--- src/rtl/vga_sync_analyzer.sv ---
// Loopback checker for a VGA stream: measures sync timing, judges each frame, tracks lock.
// Define FRAME_CHECKSUM_EN to build the per-frame active-pixel checksum.
module vga_sync_analyzer #(
  parameter int unsigned H_TOTAL         = 800,
  parameter int unsigned H_SYNC          = 96,
  parameter int unsigned H_BACK          = 48,
  parameter int unsigned H_ACTIVE        = 640,
  parameter int unsigned V_TOTAL         = 525,
  parameter int unsigned V_SYNC          = 2,
  parameter int unsigned V_BACK          = 33,
  parameter int unsigned V_ACTIVE        = 480,
  parameter int unsigned SYNC_ACTIVE_LOW = 1,
  parameter int unsigned LOCK_FRAMES     = 2
) (
  input  logic        clock25MHz,
  input  logic        resetN,
  input  logic        hsyncIn,
  input  logic        vsyncIn,
  input  logic [3:0]  redIn,
  input  logic [3:0]  greenIn,
  input  logic [3:0]  blueIn,
  output logic [9:0]  hTotal,
  output logic [9:0]  hSyncWidth,
  output logic [9:0]  vTotal,
  output logic [9:0]  vSyncWidth,
  output logic        frameDone,
  output logic        frameGood,
  output logic        locked,
  output logic        noSignal,
  output logic [7:0]  errorCount,
  output logic [15:0] frameChecksum
);

  localparam logic       SyncLow    = (SYNC_ACTIVE_LOW != 0);
  localparam logic [9:0] CntMax     = 10'h3ff;
  localparam logic [9:0] HTotalExp  = 10'(H_TOTAL);
  localparam logic [9:0] HSyncExp   = 10'(H_SYNC);
  localparam logic [9:0] VTotalExp  = 10'(V_TOTAL);
  localparam logic [9:0] VSyncExp   = 10'(V_SYNC);
  localparam logic [4:0] LockFrames = 5'(LOCK_FRAMES);

  typedef enum logic [0:0] {StSearch, StLocked} lock_state_e;

  logic       hs_q, vs_q, hs_prev_q, vs_prev_q;
  logic [9:0] h_cnt_q, v_cnt_q;
  logic [9:0] h_total_q, h_sync_width_q, v_total_q, v_sync_width_q;
  logic       h_seen_q, armed_q, line_err_q, no_signal_q;
  logic       frame_done_q, frame_good_q, locked_q;
  logic [3:0] good_cnt_q;
  logic [7:0] err_cnt_q;
  lock_state_e state_q;

  logic       hs_rise, hs_fall, vs_rise, vs_fall;
  logic [9:0] h_cnt_inc;
  logic       h_err, sat, evaluate, frame_good_c;

  // Syncs are stored already normalised so that reset means "deasserted".
  always_ff @(posedge clock25MHz or negedge resetN) begin
    if (!resetN) begin
      hs_q      <= 1'b0;
      vs_q      <= 1'b0;
      hs_prev_q <= 1'b0;
      vs_prev_q <= 1'b0;
    end else begin
      hs_q      <= hsyncIn ^ SyncLow;
      vs_q      <= vsyncIn ^ SyncLow;
      hs_prev_q <= hs_q;
      vs_prev_q <= vs_q;
    end
  end

  always_comb begin
    hs_rise      = hs_q & ~hs_prev_q;
    hs_fall      = ~hs_q & hs_prev_q;
    vs_rise      = vs_q & ~vs_prev_q;
    vs_fall      = ~vs_q & vs_prev_q;
    h_cnt_inc    = h_cnt_q + 10'd1;
    h_err        = (hs_rise && h_seen_q && (h_cnt_inc != HTotalExp)) ||
                   (hs_fall && (h_cnt_inc != HSyncExp));
    sat          = (h_cnt_q == CntMax) || (v_cnt_q == CntMax);
    evaluate     = vs_rise && armed_q;
    frame_good_c = !line_err_q && (v_cnt_q == VTotalExp) &&
                   (v_sync_width_q == VSyncExp) && !no_signal_q;
  end

  always_ff @(posedge clock25MHz or negedge resetN) begin
    if (!resetN) begin
      h_cnt_q        <= '0;
      v_cnt_q        <= '0;
      h_total_q      <= '0;
      h_sync_width_q <= '0;
      v_total_q      <= '0;
      v_sync_width_q <= '0;
      h_seen_q       <= 1'b0;
      armed_q        <= 1'b0;
      line_err_q     <= 1'b0;
      no_signal_q    <= 1'b0;
      frame_done_q   <= 1'b0;
      frame_good_q   <= 1'b0;
    end else begin
      if (hs_rise) begin
        h_cnt_q  <= '0;
        h_seen_q <= 1'b1;
        if (h_seen_q) h_total_q <= h_cnt_inc;
      end else if (h_cnt_q != CntMax) begin
        h_cnt_q <= h_cnt_inc;
      end
      if (hs_fall) h_sync_width_q <= h_cnt_inc;

      // A coincident hsync edge opens the new frame's first line.
      if (vs_rise) begin
        v_total_q <= v_cnt_q;
        v_cnt_q   <= hs_rise ? 10'd1 : 10'd0;
      end else if (hs_rise && (v_cnt_q != CntMax)) begin
        v_cnt_q <= v_cnt_q + 10'd1;
      end
      if (vs_fall) v_sync_width_q <= v_cnt_q;

      line_err_q   <= vs_rise ? h_err : (line_err_q | h_err);
      frame_done_q <= evaluate;
      if (evaluate) frame_good_q <= frame_good_c;

      if (vs_rise) begin
        armed_q     <= 1'b1;
        no_signal_q <= 1'b0;
      end
      // Loss of signal forgets the line reference and needs a fresh vsync to re-arm.
      if (sat) begin
        no_signal_q <= 1'b1;
        armed_q     <= 1'b0;
        h_seen_q    <= 1'b0;
      end
    end
  end

  always_ff @(posedge clock25MHz or negedge resetN) begin
    if (!resetN) begin
      state_q    <= StSearch;
      good_cnt_q <= '0;
      locked_q   <= 1'b0;
      err_cnt_q  <= '0;
    end else if (sat) begin
      state_q    <= StSearch;
      good_cnt_q <= '0;
      locked_q   <= 1'b0;
    end else if (evaluate) begin
      if (frame_good_c) begin
        unique case (state_q)
          StSearch: begin
            if ({1'b0, good_cnt_q} + 5'd1 >= LockFrames) begin
              state_q    <= StLocked;
              locked_q   <= 1'b1;
              good_cnt_q <= LockFrames[3:0];
            end else begin
              good_cnt_q <= good_cnt_q + 4'd1;
            end
          end
          StLocked: locked_q <= 1'b1;
        endcase
      end else begin
        state_q    <= StSearch;
        good_cnt_q <= '0;
        locked_q   <= 1'b0;
        if (err_cnt_q != 8'hff) err_cnt_q <= err_cnt_q + 8'd1;
      end
    end
  end

`ifdef FRAME_CHECKSUM_EN
  localparam logic [9:0] HStart = 10'(H_SYNC + H_BACK);
  localparam logic [9:0] HEnd   = 10'(H_SYNC + H_BACK + H_ACTIVE);
  localparam logic [9:0] VStart = 10'(V_SYNC + V_BACK);
  localparam logic [9:0] VEnd   = 10'(V_SYNC + V_BACK + V_ACTIVE);

  logic [11:0] rgb_q;
  logic [15:0] csum_q, checksum_q;
  logic        active;

  assign active = (h_cnt_q >= HStart) && (h_cnt_q < HEnd) &&
                  (v_cnt_q >= VStart) && (v_cnt_q < VEnd);

  always_ff @(posedge clock25MHz or negedge resetN) begin
    if (!resetN) begin
      rgb_q      <= '0;
      csum_q     <= '0;
      checksum_q <= '0;
    end else begin
      rgb_q <= {redIn, greenIn, blueIn};
      if (vs_rise) begin
        checksum_q <= csum_q;
        csum_q     <= '0;
      end else if (active) begin
        csum_q <= {csum_q[14:0], csum_q[15]} ^ {4'h0, rgb_q};
      end
    end
  end

  assign frameChecksum = checksum_q;
`else
  logic unused_rgb_cfg;
  assign unused_rgb_cfg = ^{redIn, greenIn, blueIn, 10'(H_BACK), 10'(H_ACTIVE),
                            10'(V_BACK), 10'(V_ACTIVE)};
  assign frameChecksum  = '0;
`endif

  assign hTotal     = h_total_q;
  assign hSyncWidth = h_sync_width_q;
  assign vTotal     = v_total_q;
  assign vSyncWidth = v_sync_width_q;
  assign frameDone  = frame_done_q;
  assign frameGood  = frame_good_q;
  assign locked     = locked_q;
  assign noSignal   = no_signal_q;
  assign errorCount = err_cnt_q;

endmodule

--- config.mk ---
export PLATFORM = sky130hd
export DESIGN_NAME = vga_sync_analyzer
export DESIGN_NICKNAME = d
export VERILOG_FILES = /design/src/rtl/vga_sync_analyzer.sv
export SDC_FILE = /design/constraint.sdc
export NUM_CORES = 1
export LEC_CHECK = 0
export BUFFER_PORTS_ARGS = -buffer_cell sky130_fd_sc_hd__buf_2
export CORE_AREA = 2 2 95 97
export CTS_BUF_LIST = sky130_fd_sc_hd__clkbuf_4 sky130_fd_sc_hd__clkbuf_8
export DETAILED_ROUTE_END_ITERATION = 10
export DIE_AREA = 0 0 97 99
export GPL_TIMING_DRIVEN = 0
export PLACE_DENSITY = 0.71
export REMOVE_ABC_BUFFERS = 1
export SYNTH_ARGS = -nofsm -noshare
export SYNTH_HDL_FRONTEND = slang
export SYNTH_SLANG_ARGS = --single-unit
--- constraint.sdc ---
create_clock -name clock25MHz -period 2.32 [get_ports clock25MHz]
set_input_delay 0 -clock clock25MHz [delete_from_list [all_inputs] [get_ports clock25MHz]]
set_output_delay 0 -clock clock25MHz [all_outputs]
set_load 0.03 [all_outputs]
==> flow_summary.yaml, run 1 <==
status:
  status: "finished, final reports clean"
place:
  place_congestion: 0.807
  io_buffers: 55
  hpwl_um: 5070
timing:
  tightestPinTransition_ps: 747
  final.min_clock_period_ps: 2250
  setup_viol: 0
  timing.final.crit_share_pct: 96.9
  slew_violations: 0
  fmax_mhz: 445
  hold_viol_final: 0
  slew_headroom_pct: 49.6
  skew_ps: 10.5
  fin_setup_tns_ps: 0
synth:
  synth_cells: 373
  ys_seq_elements: 84
  syn_area_sq_mm: 0.00377
  yosys.area.top_type_share_pct: 55.8
  synth_cell_types: 44
  synth_top_area_cell: "dfrtp_1"
  synth_mux_area_share_pct: 3.52
  synth_xor_xnor_area_share_pct: 5.11
  synth-async-reset-ratio_pct: 100
  ys_warn_count: 0
  ys.flop_type: "dfrtp_1"
  synth-simple-area-share_pct: 18.8
  synth_compound_area_share_pct: 8.90
  synth_edf_count: 0
  synthTopCellsByArea: "dfrtp_1 (56%), nand2_1 (7.2%), o21ai_0 (4.1%)"
  synth_top_family_by_area: "simple AND/OR/NAND/NOR gates"
  syn_avg_cell_area_sq_um: 10.1
  seq_area_frac_synth_pct: 55.8
  synthAdderAreaFrac_pct: 1.99
clock_tree:
  cts_buffers: 9
  root_buffer: "clkbuf_8"
  path_clk_slew_ps: 90
  cts_max_path_buffers: 2
  cts_sinks: 84
  clock_latency_ps: 350
  h-tree-depth: 3
  cts_tree: "yes"
critical_path:
  required_ps: 2600
  slowest_stage: "or4b_4"
  slowest_delay_ps: 530
  r2r_start: "v_cnt_q[1]"
  path_max_fanout: 4
  crit_path_end_kind: "register"
  reg2reg_depth: 7
  crit_arrival_ps: 2530
  critical_path_class: "register to register"
  crit_chain: "inv_1 > ha_1 > nor3b_1 > nand4_1 > or3_1 > or4b_4 > a21oi_2"
  crit_path_start_kind: "register"
  r2r-end: "good_cnt_q[0]"
  ff2ff_setup_slack_ps: 70
finish:
  n_antenna_cell: 0
  fillers: 790
  final_core_util_pct: 51.7
  nets: 456
  areaGrowthSynthToFinish_pct: 17.3
  mostFrequentLayoutCells: "dfrtp_1 (84), nand2_1 (71), buf_2 (54)"
  final_common_cell: "dfrtp_1"
  drive_above_1_share_pct: 22.8
route:
  drtIter0Drc: 97
  via_count: 2759
  route.detailed.drc: 0
  wl_met1_um: 3470
  highest_layer: "met4"
  dr.pass1.iters: 4
  wl_met2_um: 3580
  route.detailed.wl_per_inst_um: 13.6
  detail-route-antenna-nets: 0
  met3_length_um: 275
  drt_wl_total_um: 7400
  via_per_inst: 5.05
power_and_ir_drop:
  ir_drop_v: 0.000385
  p_leak_nw: 2.16
  p_total_mw: 3.66
  p_per_area_mw_per_mm2: 827
grt:
  grt_use_total_pct: 16.0
  grt_max_degree: 59
  antenna_found_initial: 0
  first_global_vias: 2561
  grt-ovfl-total: 0
  grt_first_pass_wirelength_um: 12400
floorplan:
  rows: 34
  die_w_um: 97
  initial_core_util_pct: 44.1
  die_y_um: 99
  dieArea_sq_mm: 0.00960
  ios: 84
  core_sq_mm: 0.00855
flow_run:
  drv_cap: 0
worst_hold_path:
  hold_path.class: "input port to async pin"
==> Yosys cell counts, types with 3 or more instances <==
cell type / instances
a21oi_1: 14
nor2_1: 21
nor4b_1: 4
inv_1: 11
buf_4: 16
o21ai_0: 31
nor3_1: 9
nand3_1: 9
ha_1: 6
xnor2_1: 11
clkbuf_1: 11
nand4_1: 3
nand2_1: 72
dfrtp_1: 84
nand2b_1: 6
xor2_1: 11
or3_1: 5
nor4_1: 6
mux2_2: 10
==> layout make-up <==
type,instances,area [sq um],area share (%)
Multi-Input combinational cell,263,1550,35.0
Sequential cell,84,2100,47.6
Inverter,11,41.3,0.934
Clock inverter,6,90.1,2.04
Tap cell,108,135,3.06
Clock buffer,9,124,2.80
Timing Repair Buffer,65,380,8.60
==> registers in the layout (all words and copies together) (netlist names) <==
signal,cells
hSyncWidth,10
hTotal,10
h_cnt_q,10
vSyncWidth,10
vTotal,10
v_cnt_q,10
errorCount,8
good_cnt_q,4
armed_q,1
frameDone,1
frameGood,1
h_seen_q,1
hs_prev_q,1
hs_q,1
line_err_q,1
locked,1
noSignal,1
state_q,1
vs_prev_q,1
vs_q,1
==> cells by family after synthesis <==
logic type,after synthesis
AOI/OAI and AO/OA,58
xor gates and xnor gates,22
adders and majority gates,6
buffers and inverters,41
DFF,84
muxes,12
other,1
and+or+nand+nor,149
==> stage by stage <==
stage	setup slack (ps)	hold WS [ps]	cells	instance area [sq um]
CTS	-20.7	101	541	4350
global placement	-524	145	521	4060
global route	-1.76	118	546	4420
detailed placement	-639	-52.0	522	4090
finish	71.7	101	546	4420
floorplan	-52.6	-296	358	3650
==> worst max-delay path by stage <==
stage | from | to | slack, ps | depth (start not counted)
2_1_floorplan | h_cnt_q[0] | errorCount[1] | -50 | 6
3_3_place_gp | vs_q | errorCount[1] | -520 | 6
3_5_place_dp | vs_q | errorCount[1] | -640 | 6
4_1_cts | v_cnt_q[5] | errorCount[1] | -20 | 5
5_1_grt | v_cnt_q[1] | good_cnt_q[0] | -2 | 7
6_report | v_cnt_q[1] | good_cnt_q[0] | 70 | 7
==> routing by layer <==
layer / vias to the layer above / track usage [%]
li1: 1354 / -
met2: 55 / 25.7
met1: 1339 / 21.3
met3: 11 / 3.76
met4: 0 / 5.53
met5: - / 0
==> critical path: cells and delay by family, from the launching register on <==
kind / cells / cell delay, ps
AO/OA/AOI/OAI: 1 / 140
adder cells (fa/ha/maj): 1 / 150
buffers and inverters: 1 / 110
flip-flops: 1 / 410
AND/OR/NAND/NOR: 4 / 1380
==> power by group <==
part / total, mW / internal [mW] / switching (mW)
Sequential: 1.77 / 1.62 / 0.143
Combinational: 0.767 / 0.237 / 0.530
Clock: 1.12 / 0.602 / 0.519
==> what timing repair did <==
action	4_1_cts	5_1_grt
setup buffers	1	5
cloned	0	0
pin swaps	1	0
resized for setup	4	5
setup endpoints to repair	35	10
endpoints found under the hold margin	86	0
hold buffers	3	0
Power figures use the tool's default switching activity.
==> inputs of run 2 (changes only) <==
--- a/config.mk
+++ b/config.mk
@@ -6,10 +6,10 @@
 export NUM_CORES = 1
 export LEC_CHECK = 0
 export BUFFER_PORTS_ARGS = -buffer_cell sky130_fd_sc_hd__buf_2
-export CORE_AREA = 2 2 95 97
+export CORE_AREA = 8 8 101 103
 export CTS_BUF_LIST = sky130_fd_sc_hd__clkbuf_4 sky130_fd_sc_hd__clkbuf_8
 export DETAILED_ROUTE_END_ITERATION = 10
-export DIE_AREA = 0 0 97 99
+export DIE_AREA = 0 0 109 111
 export GPL_TIMING_DRIVEN = 0
 export PLACE_DENSITY = 0.71
 export REMOVE_ABC_BUFFERS = 1
==> run 2 against run 1 <==
- critical path depth shrank 3
- worst setup slack gained 95 ps
- sequential share of layout area grew 0.094 points
- die area grew 26%
- clock power shrank 14%
- combinational power grew 2%
- core utilization shrank 0.10 points
- non-clock buffer count grew 1
- maximum frequency grew 4.4%
- power shrank 3.9%
- sequential power is essentially flat
- highest routed layer unchanged
==> flow_summary.yaml, run 2 (synthesis results as in run 1) <==
power_and_ir_drop:
  p_leak_nw: 2.15
  ir_drop_v: 0.000338
  p_total_mw: 3.51
  p_per_area_mw_per_mm2: 796
grt:
  grt_max_degree: 46
  grt_use_total_pct: 13.6
  grt_first_pass_wirelength_um: 13400
  first_global_vias: 2702
  antenna_found_initial: 0
  grt-ovfl-total: 0
timing:
  timing.final.crit_share_pct: 92.8
  hold_viol_final: 0
  skew_ps: 8.79
  slew_violations: 0
  fmax_mhz: 464
  tightestPinTransition_ps: 880
  rsz0062_at_grt: "false"
  setup_viol: 0
  slew_headroom_pct: 40.6
  finalWorstSetupSlack_ps: 167
  final.min_clock_period_ps: 2150
  holdWs_ps: 168
place:
  io_buffers: 55
  dp_worst_setup_slack_ps: -577
  place_congestion: 0.827
  hpwl_um: 5600
route:
  route.detailed.drc: 0
  drt_wl_total_um: 8020
  via_count: 2787
  detail-route-antenna-nets: 0
  drtIter0Drc: 183
  route.detailed.wl_per_inst_um: 14.6
  dr.pass1.iters: 4
  via_per_inst: 5.09
status:
  status: "finished, final reports clean"
critical_path:
  crit_path_start_kind: "register"
  ff2ff_setup_slack_ps: 170
  path_max_fanout: 7
  crit_arrival_ps: 2440
  required_ps: 2610
  crit_path_end_kind: "register"
  critical_path_class: "register to register"
  r2r_start: "v_cnt_q[4]"
  r2r-end: "good_cnt_q[0]"
  reg2reg_depth: 4
finish:
  final_common_cell: "dfrtp_1"
  areaGrowthSynthToFinish_pct: 17.1
  nets: 457
  drive_above_1_share_pct: 23.6
  mostFrequentLayoutCells: "dfrtp_1 (84), nand2_1 (71), buf_2 (54)"
  n_antenna_cell: 0
clock_tree:
  path_clk_slew_ps: 90
  root_buffer: "clkbuf_8"
  cts_sinks: 84
  cts_buffers: 9
  cts_tree: "yes"
  cts_max_path_buffers: 2
  h-tree-depth: 3
  clock_latency_ps: 350
floorplan:
  initial_core_util_pct: 44.1
  dieArea_sq_mm: 0.0121
  ios: 84
  rows: 34
  die_w_um: 109
  die_y_um: 111
  core_sq_mm: 0.00855
flow_run:
  drv_cap: 0
worst_hold_path:
  hold_path.class: "input port to async pin"
==> run 2: cell type report <==
cell class	instances	area [sq um]
flip-flops and latches	84	2100
repair buffers	66	388
well taps	108	135
fillers	778	4140
inverters	11	41.3
clock buffers	10	131
clock inverters	6	50.0
multi-input cells	263	1560
==> run 2: worst max-delay path: stages (launching register included) <==
cell and delay [ps]:
dfrtp_1 470, or4_4 600, or3_1 360, or4b_4 520, a21oi_2 130
==> run 2: worst max-delay path by stage <==
stage,startpoint,to,slack (ps)
after detailed placement,vs_q,errorCount[1],-580
final,v_cnt_q[4],good_cnt_q[0],170
after global placement,vs_q,errorCount[1],-530
after CTS,v_cnt_q[1],errorCount[1],-6
after floorplan,h_cnt_q[0],errorCount[1],-50
after global routing,v_cnt_q[4],v_cnt_q[4],5
==> run 2: layer usage <==
layer | track usage, % | part of all wire, %
met5 | 0 | 0
met4 | 4.47 | 0.86
met3 | 2.73 | 5.3
met2 | 22.2 | 50
met1 | 17.5 | 44
==> run 2: through the flow <==
stage | instance area [sq um] | util, % | cells | TNS [ps]
CTS | 4330 | 50.6 | 542 | -6.47
floorplan | 3650 | - | 358 | -75.5
global route | 4410 | 51.6 | 548 | 0
detailed placement | 4090 | 47.8 | 522 | -5670
finish | 4410 | 51.6 | 548 | 0
global placement | 4060 | 47.5 | 521 | -4330
==> run 2: report_power, final <==
part	total (mW)	internal, mW	switching [mW]
registers	1.76	1.62	0.140
logic	0.782	0.239	0.543
clock network	0.967	0.410	0.556
==> run 2: repair_timing <==
| item | in CTS | in global routing |
|---|---|---|
| hold endpoints to repair | 41 | 0 |
| hold buffers | 3 | 0 |
| pin swaps | 1 | 0 |
| gates resized for setup | 5 | 7 |
| setup buffers | 1 | 6 |
| cloned | 0 | 0 |
| endpoints found under the setup margin | 35 | 13 |
==> inputs of run 3 (changes only) <==
--- a/config.mk
+++ b/config.mk
@@ -5,13 +5,14 @@
 export SDC_FILE = /design/constraint.sdc
 export NUM_CORES = 1
 export LEC_CHECK = 0
+export ABC_AREA = 1
 export BUFFER_PORTS_ARGS = -buffer_cell sky130_fd_sc_hd__buf_2
-export CORE_AREA = 8 8 101 103
+export CORE_AREA = 8 8 104 106
 export CTS_BUF_LIST = sky130_fd_sc_hd__clkbuf_4 sky130_fd_sc_hd__clkbuf_8
 export DETAILED_ROUTE_END_ITERATION = 10
-export DIE_AREA = 0 0 109 111
+export DIE_AREA = 0 0 112 114
 export GPL_TIMING_DRIVEN = 0
-export PLACE_DENSITY = 0.71
+export PLACE_DENSITY = 0.69
 export REMOVE_ABC_BUFFERS = 1
 export SYNTH_ARGS = -nofsm -noshare
 export SYNTH_HDL_FRONTEND = slang
==> constraint.sdc (replaced) <==
create_clock -name clock25MHz -period 2.32 [get_ports clock25MHz]
set_input_delay 0.232 -clock clock25MHz [delete_from_list [all_inputs] [get_ports clock25MHz]]
set_output_delay 0.232 -clock clock25MHz [all_outputs]
set_load 0.03 [all_outputs]
==> run 3 against run 2 <==
- wire length grew 4.8%
- final cell count grew 17%
- sequential share of layout area shrank 1.2 points
- highest routed layer unchanged
- core utilization shrank 1.9 points
- critical path depth grew 5
- critical path type unchanged
- sequential power is essentially flat
- power grew 3.4%
- non-clock buffer count shrank 9
- synthesized cell count grew 25%
==> flow_summary.yaml, run 3 <==
finish:
  areaGrowthSynthToFinish_pct: 13.8
  nets: 546
  multi_input_area_sq_mm: 0.00159
  ff_latch_area_sq_mm: 0.00210
  final_area_sq_mm: 0.00453
  final_core_util_pct: 49.7
  drive_above_1_share_pct: 17.6
  fillers: 873
  n_antenna_cell: 0
  final_common_cell: "nand2_1"
  mostFrequentLayoutCells: "nand2_1 (128), dfrtp_1 (84), buf_2 (54)"
clock_tree:
  root_buffer: "clkbuf_8"
  cts_sinks: 84
  path_clk_slew_ps: 80
  h-tree-depth: 3
  cts_buffers: 9
  cts_tree: "yes"
  cts_max_path_buffers: 2
  clock_latency_ps: 360
  cts_setup_buffers: 0
synth:
  ys_seq_elements: 84
  synth_most_common_cell: "nand2_1"
  seq_area_frac_synth_pct: 52.8
  synth_top_area_cell: "dfrtp_1"
  ys_warn_count: 0
  syn_area_sq_mm: 0.00398
  synth_xor_xnor_area_share_pct: 2.64
  synth_mux_area_share_pct: 0
  synth_top_family_by_area: "simple AND/OR/NAND/NOR gates"
  ys.flop_type: "dfrtp_1"
  yosys.area.top_type_share_pct: 52.8
  synth_edf_count: 0
  synth_cell_types: 36
  synth_cells: 465
  netlist_top_cells_count: "nand2_1 (128), dfrtp_1 (84), nor2_1 (46)"
  synthTopCellsByArea: "dfrtp_1 (53%), nand2_1 (12%), o21ai_0 (5.4%)"
  syn_avg_cell_area_sq_um: 8.56
  synth-simple-area-share_pct: 23.5
  synth-async-reset-ratio_pct: 100
  synth_compound_area_share_pct: 10.5
  synthAdderAreaFrac_pct: 1.89
place:
  hpwl_um: 6240
  place_area_sq_mm: 0.00432
  io_buffers: 55
  place_congestion: 0.794
floorplan:
  ios: 84
  initial_core_util_pct: 43.7
  die_y_um: 114
  core_sq_mm: 0.00911
  rows: 35
  die_w_um: 112
  dieArea_sq_mm: 0.0128
critical_path:
  slowest_delay_ps: 410
  crit_chain: "nor2_4 > inv_1 > nor2_2 > nand2_1 > inv_1 > nand2_4 > inv_1 > nand2_1 > nand2_1"
  crit_path_end_kind: "register"
  crit_buf_inv: 3
  crit_path_start_kind: "register"
  crit_arrival_ps: 2300
  slowest_stage: "dfrtp_1"
  crit_family: "simple AND/OR/NAND/NOR gates"
  ff2ff_setup_slack_ps: 320
  required_ps: 2620
  critical_path_class: "register to register"
  path_max_fanout: 30
route:
  route.detailed.drc: 0
  drtIter0Drc: 175
  dr.pass1.iters: 4
  route.detailed.wl_per_inst_um: 13.1
  drt_wl_total_um: 8400
  detail-route-antenna-nets: 0
  via_per_inst: 4.82
  via_count: 3082
power_and_ir_drop:
  ir_drop_v: 0.000469
  p_total_mw: 3.63
  p_leak_nw: 2.30
  p_per_area_mw_per_mm2: 802
timing:
  setup_viol: 0
  slew_headroom_pct: 43.5
  final.min_clock_period_ps: 2000
  holdWs_ps: 13.2
  skew_ps: 13.7
  fmax_mhz: 500
  tightestPinTransition_ps: 847
  fin_setup_tns_ps: 0
  slew_violations: 0
  hold_viol_final: 0
  timing.final.crit_share_pct: 86.2
  rsz0062_at_grt: "false"
grt:
  grt-ovfl-total: 0
  first_global_vias: 3205
  grt_use_total_pct: 14.4
  grt_max_degree: 58
  grt_first_pass_wirelength_um: 14900
  antenna_found_initial: 0
worst_hold_path:
  hold_path.class: "input port to register"
flow_run:
  drv_cap: 0
status:
  status: "finished, final reports clean"
[run 3: changes by cell type in the layout (fill, tap and decap cells not counted), sizes merged, moves of 5 or more]
cell / previous run / this run
inv: 12 / 50
nand2b: 6 / 0
nand2: 72 / 132
or3: 6 / 0
buf: 63 / 56
nor4: 6 / 0
nand3: 9 / 20
nor3: 9 / 4
o21ai: 31 / 49
nor2: 21 / 53
mux2: 10 / 0
xnor2: 11 / 5
[run 3: cell families after synthesis]
family                     count (synthesis)
xor gates and xnor gates                  12
DFF                                       84
adders and majority gates                  6
AOI/OAI and AO/OA                         74
other                                      1
buffers and inverters                     73
and+or+nand+nor                          215
[run 3: repair_timing]
| item | in CTS | in global routing |
|---|---|---|
| hold buffers | 1 | 0 |
| resized for setup | 0 | 0 |
| hold endpoints to repair | 27 | 0 |
[run 3: cell type report]
| class | instances | share of cell area (%) |
|---|---|---|
| Timing Repair Buffer | 57 | 6.96 |
| Multi-Input combinational cell | 323 | 35.1 |
| Inverter | 49 | 4.06 |
| Clock buffer | 10 | 3.04 |
| Tap cell | 111 | 3.07 |
| Clock inverter | 5 | 1.33 |
| Sequential cell | 84 | 46.4 |
[run 3: worst paths after layout]
path	from	endpoint	depth (start not counted)
min in group asynchronous	resetN	hSyncWidth[0]	2
setup reg to reg	vs_prev_q	errorCount[7]	9
hold reg to reg	vs_q	vs_prev_q	0
hold / removal	hsyncIn	hs_q	2
setup / recovery	vs_prev_q	errorCount[7]	9
max in group asynchronous	resetN	vs_q	3
[run 3: worst reg2reg max path: cells and delay by family (launching register included)]
kind	cells	cell delay (ps)
simple gates	6	880
buf+inv	3	650
flops	1	410
[run 3: routing by layer]
layer | GRT usage, % | part of all wire [%] | routed length [um] | up-vias
met5 | 0 | 0 | 0 | -
met3 | 4.70 | 6.9 | 579 | 10
met1 | 17.1 | 46 | 3850 | 1447
met4 | 4.86 | 1.2 | 101 | 0
li1 | - | - | - | 1561
met2 | 24.1 | 46 | 3870 | 64
[run 3: per-stage QoR]
stage	cells	setup slack (ps)
2_1_floorplan	456	675
3_3_place_gp	622	310
3_5_place_dp	623	298
4_1_cts	639	269
5_1_grt	639	6.64
6_report	639	319
[run 3: power breakdown]
group / total, mW / internal [mW] / switching, mW
Combinational: 0.821 / 0.237 / 0.583
Clock: 1.06 / 0.525 / 0.532
Sequential: 1.75 / 1.62 / 0.129
Total: 3.63 / 2.39 / 1.24
